**src/rtl/full_adder_8bit.sv**
```systemverilog
// 8-bit ripple-carry adder with registered sum, carry-out and signed overflow.
// Ports: clk, rst (sync, active-high), a/b/cin in; soma/cout/ovf registered out.
// Build option: FULL_ADDER_8BIT_STICKY_OVF_EN makes ovf sticky until reset.
module full_adder_8bit (
  input  logic       clk,
  input  logic       rst,
  input  logic [7:0] a,
  input  logic [7:0] b,
  input  logic       cin,
  output logic [7:0] soma,
  output logic       cout,
  output logic       ovf
);

  logic [8:0] c;
  logic [7:0] s;
  logic       ov;

  logic [7:0] soma_q, soma_d;
  logic       cout_q, cout_d;
  logic       ovf_q, ovf_d;

  always_comb begin
    c    = 9'd0;
    s    = 8'd0;
    c[0] = cin;
    for (int i = 0; i < 8; i++) begin
      s[i]   = a[i] ^ b[i] ^ c[i];
      c[i+1] = (a[i] & b[i]) | (c[i] & (a[i] ^ b[i]));
    end
  end

  // Carry into the sign bit differing from carry out means signed overflow.
  assign ov = c[7] ^ c[8];

  always_comb begin
    soma_d = s;
    cout_d = c[8];
`ifdef FULL_ADDER_8BIT_STICKY_OVF_EN
    ovf_d  = ovf_q | ov;
`else
    ovf_d  = ov;
`endif
  end

  always_ff @(posedge clk) begin
    if (rst) begin
      soma_q <= 8'h00;
      cout_q <= 1'b0;
      ovf_q  <= 1'b0;
    end else begin
      soma_q <= soma_d;
      cout_q <= cout_d;
      ovf_q  <= ovf_d;
    end
  end

  assign soma = soma_q;
  assign cout = cout_q;
  assign ovf  = ovf_q;

endmodule

```
**config.mk**
```make
export PLATFORM = sky130hd
export DESIGN_NAME = full_adder_8bit
export DESIGN_NICKNAME = d
export VERILOG_FILES = /design/src/rtl/full_adder_8bit.sv
export SDC_FILE = /design/constraint.sdc
export NUM_CORES = 1
export LEC_CHECK = 0
export BUFFER_PORTS_ARGS = -buffer_cell sky130_fd_sc_hd__buf_2
export CORE_MARGIN = 4
export CORE_UTILIZATION = 35
export CTS_CLUSTER_DIAMETER = 200
export DETAILED_ROUTE_END_ITERATION = 7
export PLACE_DENSITY_LB_ADDON = 0.3
export RECOVER_POWER = 100
export SLEW_MARGIN = 0
export SYNTH_ARGS = -nofsm -noshare
export SYNTH_HDL_FRONTEND = slang
export SYNTH_SLANG_ARGS = --single-unit
```
**constraint.sdc**
```tcl
create_clock -name clk -period 3.2 [get_ports clk]
set_input_delay 0.32 -clock clk [delete_from_list [all_inputs] [get_ports clk]]
set_output_delay 0.32 -clock clk [all_outputs]
set_load 0.01 [all_outputs]
```
; After elaboration in Yosys (flattened, before gate mapping)
; Index checks and enable logic that the tools add are counted.
[totals]
register_bits = 10
in_bits = 19
ramBits = 0
mem_bits_ro = 0
latchBits = 0
memories = 0
[classes]
n_shift = 0
bitwise = 41
mul = 0
div = 0
n_mux = 0
n_lt_le_gt_ge = 0
n_addsub = 0
eq_ne = 0
n_reduce_logical = 0
[ops]
columns = operator, count
row1 = $xor 1x1->1, 17
row2 = $and 1x1->1, 16
row3 = $or 1x1->1, 8

; Depth between registers and ports, before layout
; Gate-level depths: netlist of run 1.
[depth]
ltp_word = 18
mapped_depth = 13
mapped_depth_nobuf = 13

; Worst setup path after synthesis of run 1
; Ideal clock, no wire load.
[synth_timing]
kind = input to register
startpoint = input a[0]
endpoint = register soma_q[7] (netlist: soma[7])
path_slack_ps = -298
arrival_ps = 3433
cell_stages = 12
path_cell_list = fa_1 -> inv_1 -> fa_1 -> inv_1 -> fa_1 -> fa_1 -> fa_1 -> fa_1 -> fa_1 -> inv_1 -> fa_1 -> nor2_1
[synth_between]
elab_chain_len = 16
word_cells_on_any_way = 17
classes_between = bitwise (17)
[synth_rtl]
columns = element, line
row1 = start: declaration, 7  ; input logic [7:0] a,
row2 = $xor 1x1->1, 29  ; c[i+1] = (a[i] & b[i]) | (c[i] & (a[i] ^ b[i]));
row3 = $and 1x1->1, 29
row4 = $or 1x1->1 *, 29
row5 = $and 1x1->1 *, 29
row6 = $or 1x1->1 *, 29
row7 = $and 1x1->1 *, 29
row8 = $or 1x1->1 *, 29
row9 = $and 1x1->1 *, 29
row10 = $or 1x1->1 *, 29
row11 = $and 1x1->1 *, 29
row12 = $or 1x1->1 *, 29
row13 = $and 1x1->1 *, 29
row14 = $or 1x1->1 *, 29
row15 = $and 1x1->1 *, 29
row16 = $or 1x1->1 *, 29
row17 = $xor 1x1->1 *, 28  ; s[i] = a[i] ^ b[i] ^ c[i];
row18 = end signal: assignment, 52  ; soma_q <= soma_d;
row19 = end: declaration, 19  ; logic [7:0] soma_q, soma_d;
; Mark *: on every way between the ends. The rest lies on a longest branch, timed or not.
; A chain may end at the register's enable or synchronous reset.

; Final worst setup path of run 1
; Same ends and word-level chain as after synthesis.

==> impl_metrics.prom, run 1 <==
# TYPE chip_impl_metric gauge
chip_impl_info{name="outcome",value="completed"} 1
chip_impl_metric{name="worst_hold_margin",unit="ns"} 0.3744
chip_impl_metric{name="cts_num_sinks",unit=""} 10
chip_impl_metric{name="yosysSeqAreaShare",unit="%"} 42.22
chip_impl_metric{name="final_hold_viol_count",unit=""} 0
chip_impl_metric{name="clock.fmax",unit="GHz"} 0.3159
chip_impl_metric{name="htreeDepth",unit=""} 1
chip_impl_metric{name="post_route_cells_drive_above_1_share",unit="%"} 58.57
chip_impl_metric{name="sequential_cell_area",unit="um2"} 200.2
chip_impl_metric{name="final-max-slew-violation-count",unit=""} 0
chip_impl_metric{name="mapped_area",unit="um2"} 474.2
chip_impl_info{name="hold_path.startpoint",value="rst"} 1
chip_impl_metric{name="largest_net_degree_at_the_start_of_global_routing",unit=""} 11
chip_impl_metric{name="fin_crit",unit="ns"} 3.165
chip_impl_metric{name="maximum_clock_insertion_buffer_count",unit=""} 2
chip_impl_metric{name="final_cells",unit=""} 85
chip_impl_metric{name="area_used_by_multi_input_combinational_logic",unit="um2"} 256.5
chip_impl_metric{name="crit_required",unit="ns"} 3.39
chip_impl_metric{name="grt_pass1_wl",unit="um"} 1407
chip_impl_metric{name="core",unit="um2"} 1285
chip_impl_metric{name="start_util",unit="%"} 36.90
chip_impl_metric{name="synthesis.area_per_instance",unit="um2"} 12.82
chip_impl_metric{name="max-vdd-ir-drop",unit="mV"} 0.2103
chip_impl_metric{name="place_congestion",unit=""} 0.6730
chip_impl_metric{name="post_cts_hold_buffer_count",unit=""} 0
chip_impl_metric{name="ioPinCount",unit=""} 29
chip_impl_metric{name="synth.lib_cells_used.distinct",unit=""} 7
chip_impl_metric{name="vias_per_cell",unit=""} 4.082
chip_impl_metric{name="post-route-period-util",unit="%"} 98.92
chip_impl_metric{name="drc_violations",unit=""} 0
chip_impl_metric{name="worst-endpoint-arrival",unit="ns"} 3.36
chip_impl_info{name="crit_path_start",value="a[0]"} 1
chip_impl_metric{name="number_of_inserted_diodes",unit=""} 0
chip_impl_metric{name="placementRows",unit=""} 13
chip_impl_metric{name="detailed_place_hpwl",unit="um"} 740.4
chip_impl_metric{name="place_inst",unit=""} 81
chip_impl_info{name="clock-root-buffer",value="sky130_fd_sc_hd__clkbuf_4"} 1
chip_impl_metric{name="synth.yosys.warnings",unit=""} 0
chip_impl_metric{name="layout_utilization",unit="%"} 53.46
chip_impl_metric{name="cts_inserted_buffers",unit=""} 3
chip_impl_metric{name="fin_nets",unit=""} 99
chip_impl_metric{name="synth.net_count",unit=""} 64
chip_impl_metric{name="synth.ff_latch_count",unit=""} 10
chip_impl_metric{name="clock_pin_slew_reported_for_the_worst_setup_and_hold_paths_after_clock_tree_synthesis",unit="ns"} 0.06
chip_impl_metric{name="grt_use_total",unit="%"} 10.29
chip_impl_metric{name="drt_wl_cell",unit="um"} 10.12
chip_impl_info{name="critical_path_class",value="in -> reg"} 1
chip_impl_info{name="tritoncts",value="yes"} 1
chip_impl_metric{name="first_iter_violations",unit=""} 0
chip_impl_info{name="critPathLaunchType",value="primary input"} 1
chip_impl_metric{name="antenna_found_initial",unit=""} 0
chip_impl_metric{name="total_leakage_power",unit="nW"} 0.3157
chip_impl_metric{name="dieArea",unit="um2"} 2008
chip_impl_metric{name="postLayoutSetupSlackWorst",unit="ns"} 0.03464
chip_impl_metric{name="fillers",unit=""} 125
chip_impl_metric{name="crit_fanout",unit=""} 2
chip_impl_metric{name="max-slew-margin-rel",unit="%"} 84.34
chip_impl_metric{name="die_height",unit="um"} 44.81
chip_impl_metric{name="num_vias",unit=""} 347
chip_impl_metric{name="area.growth.synth_to_final",unit="%"} 44.85
chip_impl_metric{name="power.density",unit="nW/um2"} 445.9
chip_impl_metric{name="max_slew.worst_pin.slew",unit="ns"} 0.2350
chip_impl_metric{name="dpl_worst_slack",unit="ns"} -0.2880
chip_impl_metric{name="dieWidth",unit="um"} 44.81
chip_impl_metric{name="numPortBuffers",unit=""} 28
chip_impl_metric{name="synth_cells",unit=""} 37
chip_impl_metric{name="drv_cap",unit=""} 0
chip_impl_info{name="rsz_0062_raised_after_global_routing",value="true"} 1
chip_impl_metric{name="finalSetupViolations",unit=""} 0
chip_impl_info{name="endpoint_kind",value="register"} 1
chip_impl_metric{name="routed_wl",unit="um"} 860
chip_impl_metric{name="grt.overflow.total",unit=""} 0
chip_impl_metric{name="first_pass_iters",unit=""} 1
chip_impl_info{name="hp-class",value="in -> reg"} 1
chip_impl_metric{name="via_count_of_the_first_global_routing_pass",unit=""} 343
chip_impl_metric{name="drt.antenna.violating_nets",unit=""} 0
[layer usage]
| metal | GRT usage [%] | vias to the layer above | part of all wire (%) |
|---|---|---|---|
| met4 | 3.509 | 0 | 0 |
| met3 | 5.179 | 0 | 14 |
| met1 | 11.03 | 158 | 32 |
| met5 | 0 | - | 0 |
| li1 | - | 171 | - |
| met2 | 17.48 | 18 | 53 |
[placed cells by master, fill, tap and decap left out]
cell                        n
sky130_fd_sc_hd__buf_2     16
sky130_fd_sc_hd__dfxtp_1   10
sky130_fd_sc_hd__clkbuf_1  10
sky130_fd_sc_hd__fa_2       8
sky130_fd_sc_hd__nor2b_2    6
sky130_fd_sc_hd__inv_1      4
sky130_fd_sc_hd__nor2_1     4
sky130_fd_sc_hd__inv_2      3
sky130_fd_sc_hd__clkbuf_4   3
sky130_fd_sc_hd__buf_4      3
sky130_fd_sc_hd__buf_6      2
sky130_fd_sc_hd__xor2_1     1
[worst max-delay path, cell delays in order]
cell and delay [ns]:
sky130_fd_sc_hd__buf_6 0.09, sky130_fd_sc_hd__fa_2 0.37, sky130_fd_sc_hd__inv_2 0.06, sky130_fd_sc_hd__fa_2 0.18, sky130_fd_sc_hd__inv_2 0.04, sky130_fd_sc_hd__fa_2 0.34, sky130_fd_sc_hd__fa_2 0.34, sky130_fd_sc_hd__fa_2 0.34
sky130_fd_sc_hd__fa_2 0.35, sky130_fd_sc_hd__fa_2 0.36, sky130_fd_sc_hd__inv_2 0.06, sky130_fd_sc_hd__fa_2 0.42, sky130_fd_sc_hd__nor2_1 0.10
[layout make-up]
type                            instances  share of cell area [%]
Clock buffer                            3                   3.279
Multi-Input combinational cell         19                   37.34
Inverter                                7                   3.825
Tap cell                               15                   2.732
Timing Repair Buffer                   31                   23.68
Sequential cell                        10                   29.14
[logic make-up (layout without fill, tap and decap cells)]
group / after synthesis / count (layout) / synth area share (%)
adder cells (fa/ha/maj): 8 / 8 / 33.77
XOR/XNOR: 1 / 1 / 1.847
buffers and inverters: 8 / 41 / 7.916
AND/OR/NAND/NOR: 10 / 10 / 14.25
flip-flops: 10 / 10 / 42.22
[flip-flops by register name (all words and copies together) (netlist names)]
signal and flops:
soma 8, cout 1, ovf 1
[synth_stat cells]
cell type / count / area, um2
sky130_fd_sc_hd__dfxtp_1: 10 / 200.2
sky130_fd_sc_hd__fa_1: 8 / 160.2
sky130_fd_sc_hd__inv_1: 7 / 26.28
sky130_fd_sc_hd__nor2b_2: 6 / 52.55
sky130_fd_sc_hd__nor2_1: 4 / 15.01
sky130_fd_sc_hd__buf_6: 1 / 11.26
sky130_fd_sc_hd__xor2_1: 1 / 8.760
[final timing paths]
check,end,slack (ns),cells after the start
worst max-delay path,soma[7],0.03,13
worst min-delay path,soma[7],0.37,2
[metrics by stage]
stage / area (um2) / total power [mW] / TNS, ns
final: 686.9 / 0.3063 / 0
after global routing: 686.9 / 0.3351 / -0.03913
after CTS: 685.7 / 0.3155 / 0
after detailed placement: 656.9 / 0.2303 / -0.6834
after global placement: 656.9 / 0.2265 / -0.5884
after floorplan: 494.2 / 0.1914 / -0.07464
[what timing repair did]
| item | CTS | global route |
|---|---|---|
| gates resized for setup | 2 | 1 |
| setup buffers | 0 | 1 |
| endpoints found under the setup margin | 1 | 2 |
[power by group]
part           leakage (nW)  internal (mW)  switching (mW)  total (mW)
Combinational         0.219         0.0430          0.0385      0.0815
Sequential           0.0834          0.140         0.00357       0.143
Clock                0.0138         0.0432          0.0381      0.0813
Total                 0.316          0.226          0.0802       0.306
Note: power is estimated with default switching activity, not from simulation.
==> run 2: changes to the inputs <==
CELL_PAD_IN_SITES_DETAIL_PLACEMENT = 2   (was default)
CELL_PAD_IN_SITES_GLOBAL_PLACEMENT = 2   (was default)
CORE_UTILIZATION = 21   (was 35)
PLACE_DENSITY = 0.82   (was default)
PLACE_DENSITY_LB_ADDON = default   (was 0.3)
==> impl_metrics.prom, run 2 (synthesis gave the netlist of run 1 again) <==
# TYPE chip_impl_metric gauge
chip_impl_info{name="outcome",value="completed"} 1
chip_impl_metric{name="drv_cap",unit=""} 0
chip_impl_metric{name="htreeDepth",unit=""} 1
chip_impl_metric{name="numPortBuffers",unit=""} 28
chip_impl_metric{name="drt.antenna.violating_nets",unit=""} 0
chip_impl_metric{name="whs_path_depth",unit=""} 2
chip_impl_metric{name="power.density",unit="nW/um2"} 489.8
chip_impl_info{name="hp-class",value="in -> reg"} 1
chip_impl_metric{name="fillers",unit=""} 246
chip_impl_metric{name="post-layout-total-power",unit="uW"} 343.8
chip_impl_metric{name="max-slew-margin-rel",unit="%"} 83.24
chip_impl_metric{name="first_iter_violations",unit=""} 1
chip_impl_metric{name="fin_nets",unit=""} 98
chip_impl_metric{name="finalSetupViolations",unit=""} 0
chip_impl_metric{name="post_cts_hold_buffer_count",unit=""} 0
chip_impl_info{name="hold_path.startpoint",value="rst"} 1
chip_impl_metric{name="cts_inserted_buffers",unit=""} 3
chip_impl_metric{name="final-max-slew-violation-count",unit=""} 0
chip_impl_metric{name="place_inst",unit=""} 92
chip_impl_metric{name="ioPinCount",unit=""} 29
chip_impl_metric{name="max_slew.worst_pin.slew",unit="ns"} 0.2514
chip_impl_info{name="clock-root-buffer",value="sky130_fd_sc_hd__clkbuf_4"} 1
chip_impl_info{name="critical_path_class",value="in -> reg"} 1
chip_impl_metric{name="dieArea",unit="um2"} 3082
chip_impl_metric{name="core",unit="um2"} 2062
chip_impl_metric{name="maximum_clock_insertion_buffer_count",unit=""} 2
chip_impl_metric{name="clock_pin_slew_reported_for_the_worst_setup_and_hold_paths_after_clock_tree_synthesis",unit="ns"} 0.07
chip_impl_metric{name="max-vdd-ir-drop",unit="mV"} 0.1513
chip_impl_info{name="endpoint_kind",value="register"} 1
chip_impl_metric{name="largest_register_ff_count",unit=""} 8
chip_impl_info{name="critPathLaunchType",value="primary input"} 1
chip_impl_metric{name="grt_use_total",unit="%"} 9.429
chip_impl_metric{name="vias_per_cell",unit=""} 3.753
chip_impl_metric{name="dpl_worst_slack",unit="ns"} -0.3527
chip_impl_info{name="tritoncts",value="yes"} 1
chip_impl_metric{name="total_leakage_power",unit="nW"} 0.3160
chip_impl_metric{name="worst-endpoint-arrival",unit="ns"} 3.41
chip_impl_info{name="hold_path_end",value="soma[7]"} 1
chip_impl_metric{name="grt.overflow.total",unit=""} 0
chip_impl_metric{name="clock.fmax",unit="GHz"} 0.3131
chip_impl_metric{name="post_route_cells_drive_above_1_share",unit="%"} 58.57
chip_impl_metric{name="postLayoutSetupSlackWorst",unit="ns"} 0.005660
chip_impl_metric{name="crit_fanout",unit=""} 2
chip_impl_metric{name="area.growth.synth_to_final",unit="%"} 48.02
chip_impl_metric{name="largest_net_degree_at_the_start_of_global_routing",unit=""} 11
chip_impl_metric{name="post-route-period-util",unit="%"} 99.82
chip_impl_metric{name="via_count_of_the_first_global_routing_pass",unit=""} 471
chip_impl_metric{name="placementRows",unit=""} 16
chip_impl_metric{name="drc_violations",unit=""} 0
chip_impl_metric{name="routed_wl",unit="um"} 1232
chip_impl_metric{name="final_cells",unit=""} 97
chip_impl_metric{name="dieWidth",unit="um"} 55.52
chip_impl_metric{name="num_vias",unit=""} 364
chip_impl_info{name="most_frequent_standard_cell_in_the_layout_excluding_fill_and_tap_cells",value="sky130_fd_sc_hd__buf_2"} 1
chip_impl_metric{name="fin_crit",unit="ns"} 3.194
chip_impl_metric{name="die_height",unit="um"} 55.52
chip_impl_metric{name="layout.cell_area.non_filler",unit="um2"} 701.9
chip_impl_metric{name="start_util",unit="%"} 23.00
chip_impl_metric{name="number_of_inserted_diodes",unit=""} 0
chip_impl_metric{name="cts_num_sinks",unit=""} 10
chip_impl_metric{name="place_congestion",unit=""} 0.6532
chip_impl_metric{name="first_pass_iters",unit=""} 2
chip_impl_metric{name="place_area",unit="um2"} 664.4
chip_impl_info{name="layout.cells.most_common_list",value="sky130_fd_sc_hd__buf_2, sky130_fd_sc_hd__dfxtp_1, sky130_fd_sc_hd__clkbuf_1, sky130_fd_sc_hd__fa_2, sky130_fd_sc_hd__nor2b_2"} 1
chip_impl_metric{name="detailed_place_hpwl",unit="um"} 1011
chip_impl_metric{name="drt_wl_cell",unit="um"} 12.70
chip_impl_metric{name="crit_required",unit="ns"} 3.42
chip_impl_metric{name="final_hold_viol_count",unit=""} 0
chip_impl_info{name="rsz_0062_raised_after_global_routing",value="true"} 1
chip_impl_metric{name="grt_pass1_wl",unit="um"} 2132
chip_impl_metric{name="antenna_found_initial",unit=""} 0
run 2: area by class of cell:
type	count	area (um2)	area share, %
multi-input combinational	19	256.5	36.54
sequential	10	200.2	28.52
timing repair buffer	30	148.9	21.21
clock buffer	4	36.28	5.169
tap	27	33.78	4.813
inverter	7	26.28	3.743
run 2: stage by stage:
stage          setup TNS (ns)  hold slack [ns]  util, %
4_1_cts              -0.01651           0.3671    34.65
2_1_floorplan        -0.07464           0.5266        -
3_3_place_gp          -0.6359           0.6461    32.22
5_1_grt               -0.1234           0.3905    34.04
3_5_place_dp          -0.9182           0.6572    32.22
6_report                    0           0.3677    34.04
run 2: report_power, final:
part	leakage [nW]	total [mW]	switching [mW]	internal (mW)
Combinational	0.212	0.0825	0.0406	0.0418
Sequential	0.0834	0.144	0.00386	0.140
Clock	0.0210	0.118	0.0484	0.0692
run 2: worst max path at each step:
stage                     start  endpoint  slack (ns)  cells after the start
after floorplan            a[0]   soma[7]       -0.07                     12
after global placement     a[0]   soma[7]       -0.28                     13
after detailed placement   a[0]   soma[7]       -0.35                     13
after CTS                  a[0]   soma[7]       -0.02                     13
after global routing       a[0]   soma[7]       -0.09                     13
final                      a[0]   soma[7]       0.006                     13
run 2: routing by layer:
layer  vias to the layer above  wire length (um)  track usage [%]
li1                        169                 -                -
met2                        16               732            17.23
met4                         0                40            7.292
met1                       175               377            8.535
met5                         -                 0                0
met3                         4                81            2.797
run 2: critical path: stages:
cell	delay [ns]
sky130_fd_sc_hd__buf_6	0.09
sky130_fd_sc_hd__fa_2	0.38
sky130_fd_sc_hd__inv_2	0.06
sky130_fd_sc_hd__fa_2	0.18
sky130_fd_sc_hd__inv_2	0.04
sky130_fd_sc_hd__fa_2	0.33
sky130_fd_sc_hd__fa_2	0.35
sky130_fd_sc_hd__fa_2	0.34
sky130_fd_sc_hd__fa_2	0.35
sky130_fd_sc_hd__fa_2	0.38
sky130_fd_sc_hd__inv_2	0.07
sky130_fd_sc_hd__fa_2	0.41
sky130_fd_sc_hd__nor2_1	0.10
run 2: repair_timing:
action / in CTS / in global routing
setup endpoints to repair: 2 / 2
cloned: 0 / 0
pin swaps: 2 / 1
buffers inserted: 1 / 0
resized for setup: 2 / 0
==> run 3: changes to the inputs <==
==> constraint.sdc (replaced) <==
create_clock -name clk -period 3.2 [get_ports clk]
set_input_delay 0.16 -clock clk [delete_from_list [all_inputs] [get_ports clk]]
set_output_delay 0.16 -clock clk [all_outputs]
set_load 0.01 [all_outputs]
==> impl_metrics.prom, run 3 (synthesis gave the netlist of run 1 again) <==
# TYPE chip_impl_metric gauge
chip_impl_metric{name="whs_path_depth",unit=""} 2
chip_impl_metric{name="post-route-period-util",unit="%"} 95.28
chip_impl_metric{name="cts_inserted_buffers",unit=""} 3
chip_impl_info{name="cp_slowest_cell",value="sky130_fd_sc_hd__fa_2"} 1
chip_impl_metric{name="dpl_worst_slack",unit="ns"} -0.2854
chip_impl_metric{name="grt.overflow.total",unit=""} 0
chip_impl_metric{name="start_util",unit="%"} 23.00
chip_impl_metric{name="via_count_of_the_first_global_routing_pass",unit=""} 425
chip_impl_metric{name="drt.antenna.violating_nets",unit=""} 0
chip_impl_metric{name="worst_path_max_stage_delay",unit="ns"} 0.42
chip_impl_metric{name="drt_wl_cell",unit="um"} 11.33
chip_impl_metric{name="largest_net_degree_at_the_start_of_global_routing",unit=""} 11
chip_impl_metric{name="first_iter_violations",unit=""} 6
chip_impl_metric{name="ioPinCount",unit=""} 29
chip_impl_metric{name="core",unit="um2"} 2062
chip_impl_metric{name="place_area",unit="um2"} 661.9
chip_impl_metric{name="fin_crit",unit="ns"} 3.049
chip_impl_metric{name="place_congestion",unit=""} 0.7154
chip_impl_info{name="clock-root-buffer",value="sky130_fd_sc_hd__clkbuf_4"} 1
chip_impl_metric{name="max-slew-margin-rel",unit="%"} 84.26
chip_impl_info{name="critPathLaunchType",value="primary input"} 1
chip_impl_metric{name="worst_hold_margin",unit="ns"} 0.2132
chip_impl_info{name="outcome",value="completed"} 1
chip_impl_info{name="critical_path_cell_by_cell",value="buf_6 > fa_2 > inv_2 > fa_1 > inv_2 > fa_2 > fa_2 > fa_2 > fa_2 > fa_2 > inv_2 > fa_2 > nor2_1"} 1
chip_impl_metric{name="max-vdd-ir-drop",unit="mV"} 0.1652
chip_impl_metric{name="placementRows",unit=""} 16
chip_impl_metric{name="place_inst",unit=""} 93
chip_impl_metric{name="numPortBuffers",unit=""} 28
chip_impl_metric{name="grt_pass1_wl",unit="um"} 1980
chip_impl_metric{name="worst-endpoint-arrival",unit="ns"} 3.25
chip_impl_metric{name="clock.fmax",unit="GHz"} 0.3280
chip_impl_metric{name="post_cts_setup_buffer_count",unit=""} 0
chip_impl_metric{name="crit_fanout",unit=""} 2
chip_impl_metric{name="dieArea",unit="um2"} 3082
chip_impl_info{name="timing.critical_path.mode_cell",value="sky130_fd_sc_hd__fa_2"} 1
chip_impl_metric{name="finalSetupViolations",unit=""} 0
chip_impl_metric{name="crit_required",unit="ns"} 3.40
chip_impl_info{name="rsz_0062_raised_after_global_routing",value="false"} 1
chip_impl_metric{name="post_route_cells_drive_above_1_share",unit="%"} 57.14
chip_impl_metric{name="total_leakage_power",unit="nW"} 0.3168
chip_impl_metric{name="num_vias",unit=""} 354
chip_impl_info{name="critical_path_class",value="in -> reg"} 1
chip_impl_metric{name="detailed_place_hpwl",unit="um"} 974.6
chip_impl_metric{name="maximum_clock_insertion_buffer_count",unit=""} 2
chip_impl_metric{name="largest_register_ff_count",unit=""} 8
chip_impl_metric{name="fin_nets",unit=""} 98
chip_impl_metric{name="fillers",unit=""} 231
chip_impl_metric{name="htreeDepth",unit=""} 1
chip_impl_metric{name="first_pass_iters",unit=""} 2
chip_impl_info{name="tritoncts",value="yes"} 1
chip_impl_metric{name="power.density",unit="nW/um2"} 480.6
chip_impl_metric{name="final_cells",unit=""} 97
chip_impl_metric{name="drv_cap",unit=""} 0
chip_impl_metric{name="final_hold_viol_count",unit=""} 0
chip_impl_metric{name="die_height",unit="um"} 55.52
chip_impl_metric{name="antenna_found_initial",unit=""} 0
chip_impl_metric{name="layout_utilization",unit="%"} 33.92
chip_impl_metric{name="post_cts_hold_buffer_count",unit=""} 0
chip_impl_metric{name="routed_wl",unit="um"} 1099
chip_impl_metric{name="setup-tns-final",unit="ns"} 0
chip_impl_metric{name="postLayoutSetupSlackWorst",unit="ns"} 0.1509
chip_impl_info{name="layout.cells.most_common_list",value="sky130_fd_sc_hd__buf_2, sky130_fd_sc_hd__dfxtp_1, sky130_fd_sc_hd__clkbuf_1, sky130_fd_sc_hd__fa_2, sky130_fd_sc_hd__nor2b_2"} 1
chip_impl_metric{name="post-layout-total-power",unit="uW"} 336.1
chip_impl_metric{name="drc_violations",unit=""} 0
chip_impl_metric{name="vias_per_cell",unit=""} 3.649
chip_impl_metric{name="grt_use_total",unit="%"} 8.313
chip_impl_metric{name="post_cts_resized",unit=""} 0
chip_impl_metric{name="number_of_inserted_diodes",unit=""} 0
chip_impl_info{name="most_frequent_standard_cell_in_the_layout_excluding_fill_and_tap_cells",value="sky130_fd_sc_hd__buf_2"} 1
chip_impl_info{name="hp-class",value="in -> reg"} 1
chip_impl_metric{name="final-max-slew-violation-count",unit=""} 0
chip_impl_metric{name="area.growth.synth_to_final",unit="%"} 47.49
chip_impl_metric{name="clock_pin_slew_reported_for_the_worst_setup_and_hold_paths_after_clock_tree_synthesis",unit="ns"} 0.07
chip_impl_metric{name="layout.cell_area.non_filler",unit="um2"} 699.4
chip_impl_metric{name="max_slew.worst_pin.slew",unit="ns"} 0.2361
chip_impl_metric{name="dieWidth",unit="um"} 55.52
chip_impl_info{name="endpoint_kind",value="register"} 1
chip_impl_metric{name="cts_num_sinks",unit=""} 10
==> run 3: cell counts in the layout (fill, tap and decap cells not counted) <==
No cell type changed its count.
==> run 3: path summary, 6_finish.rpt <==
kind	slack [ns]	startpoint	to
setup / recovery	0.15	a[0]	soma[7]
hold / removal	0.21	rst	cout
==> run 3: critical path: cells and delay by family <==
family	cells	cell delay (ns)
adder cells (fa/ha/maj)	8	2.72
buffers and inverters	4	0.26
AND/OR/NAND/NOR	1	0.10
==> run 3: cell type report <==
type / instances / area [um2] / area share [%]
well taps: 27 / 33.78 / 4.830
flip-flops and latches: 10 / 200.2 / 28.62
repair buffers: 30 / 148.9 / 21.29
multi-input cells: 19 / 254.0 / 36.31
clock buffers: 4 / 36.28 / 5.188
inverters: 7 / 26.28 / 3.757
==> run 3: layer usage <==
layer | track usage, % | vias up | wire length [um]
li1 | - | 169 | -
met1 | 8.523 | 164 | 397
met2 | 15.20 | 21 | 583
met3 | 4.429 | 0 | 118
met4 | 1.042 | 0 | 0
met5 | 0 | - | 0
==> run 3: power breakdown <==
group	total, mW	switching (mW)	internal, mW
registers	0.144	0.00383	0.140
logic	0.0815	0.0400	0.0415
clock network	0.111	0.0419	0.0690
total	0.336	0.0858	0.250
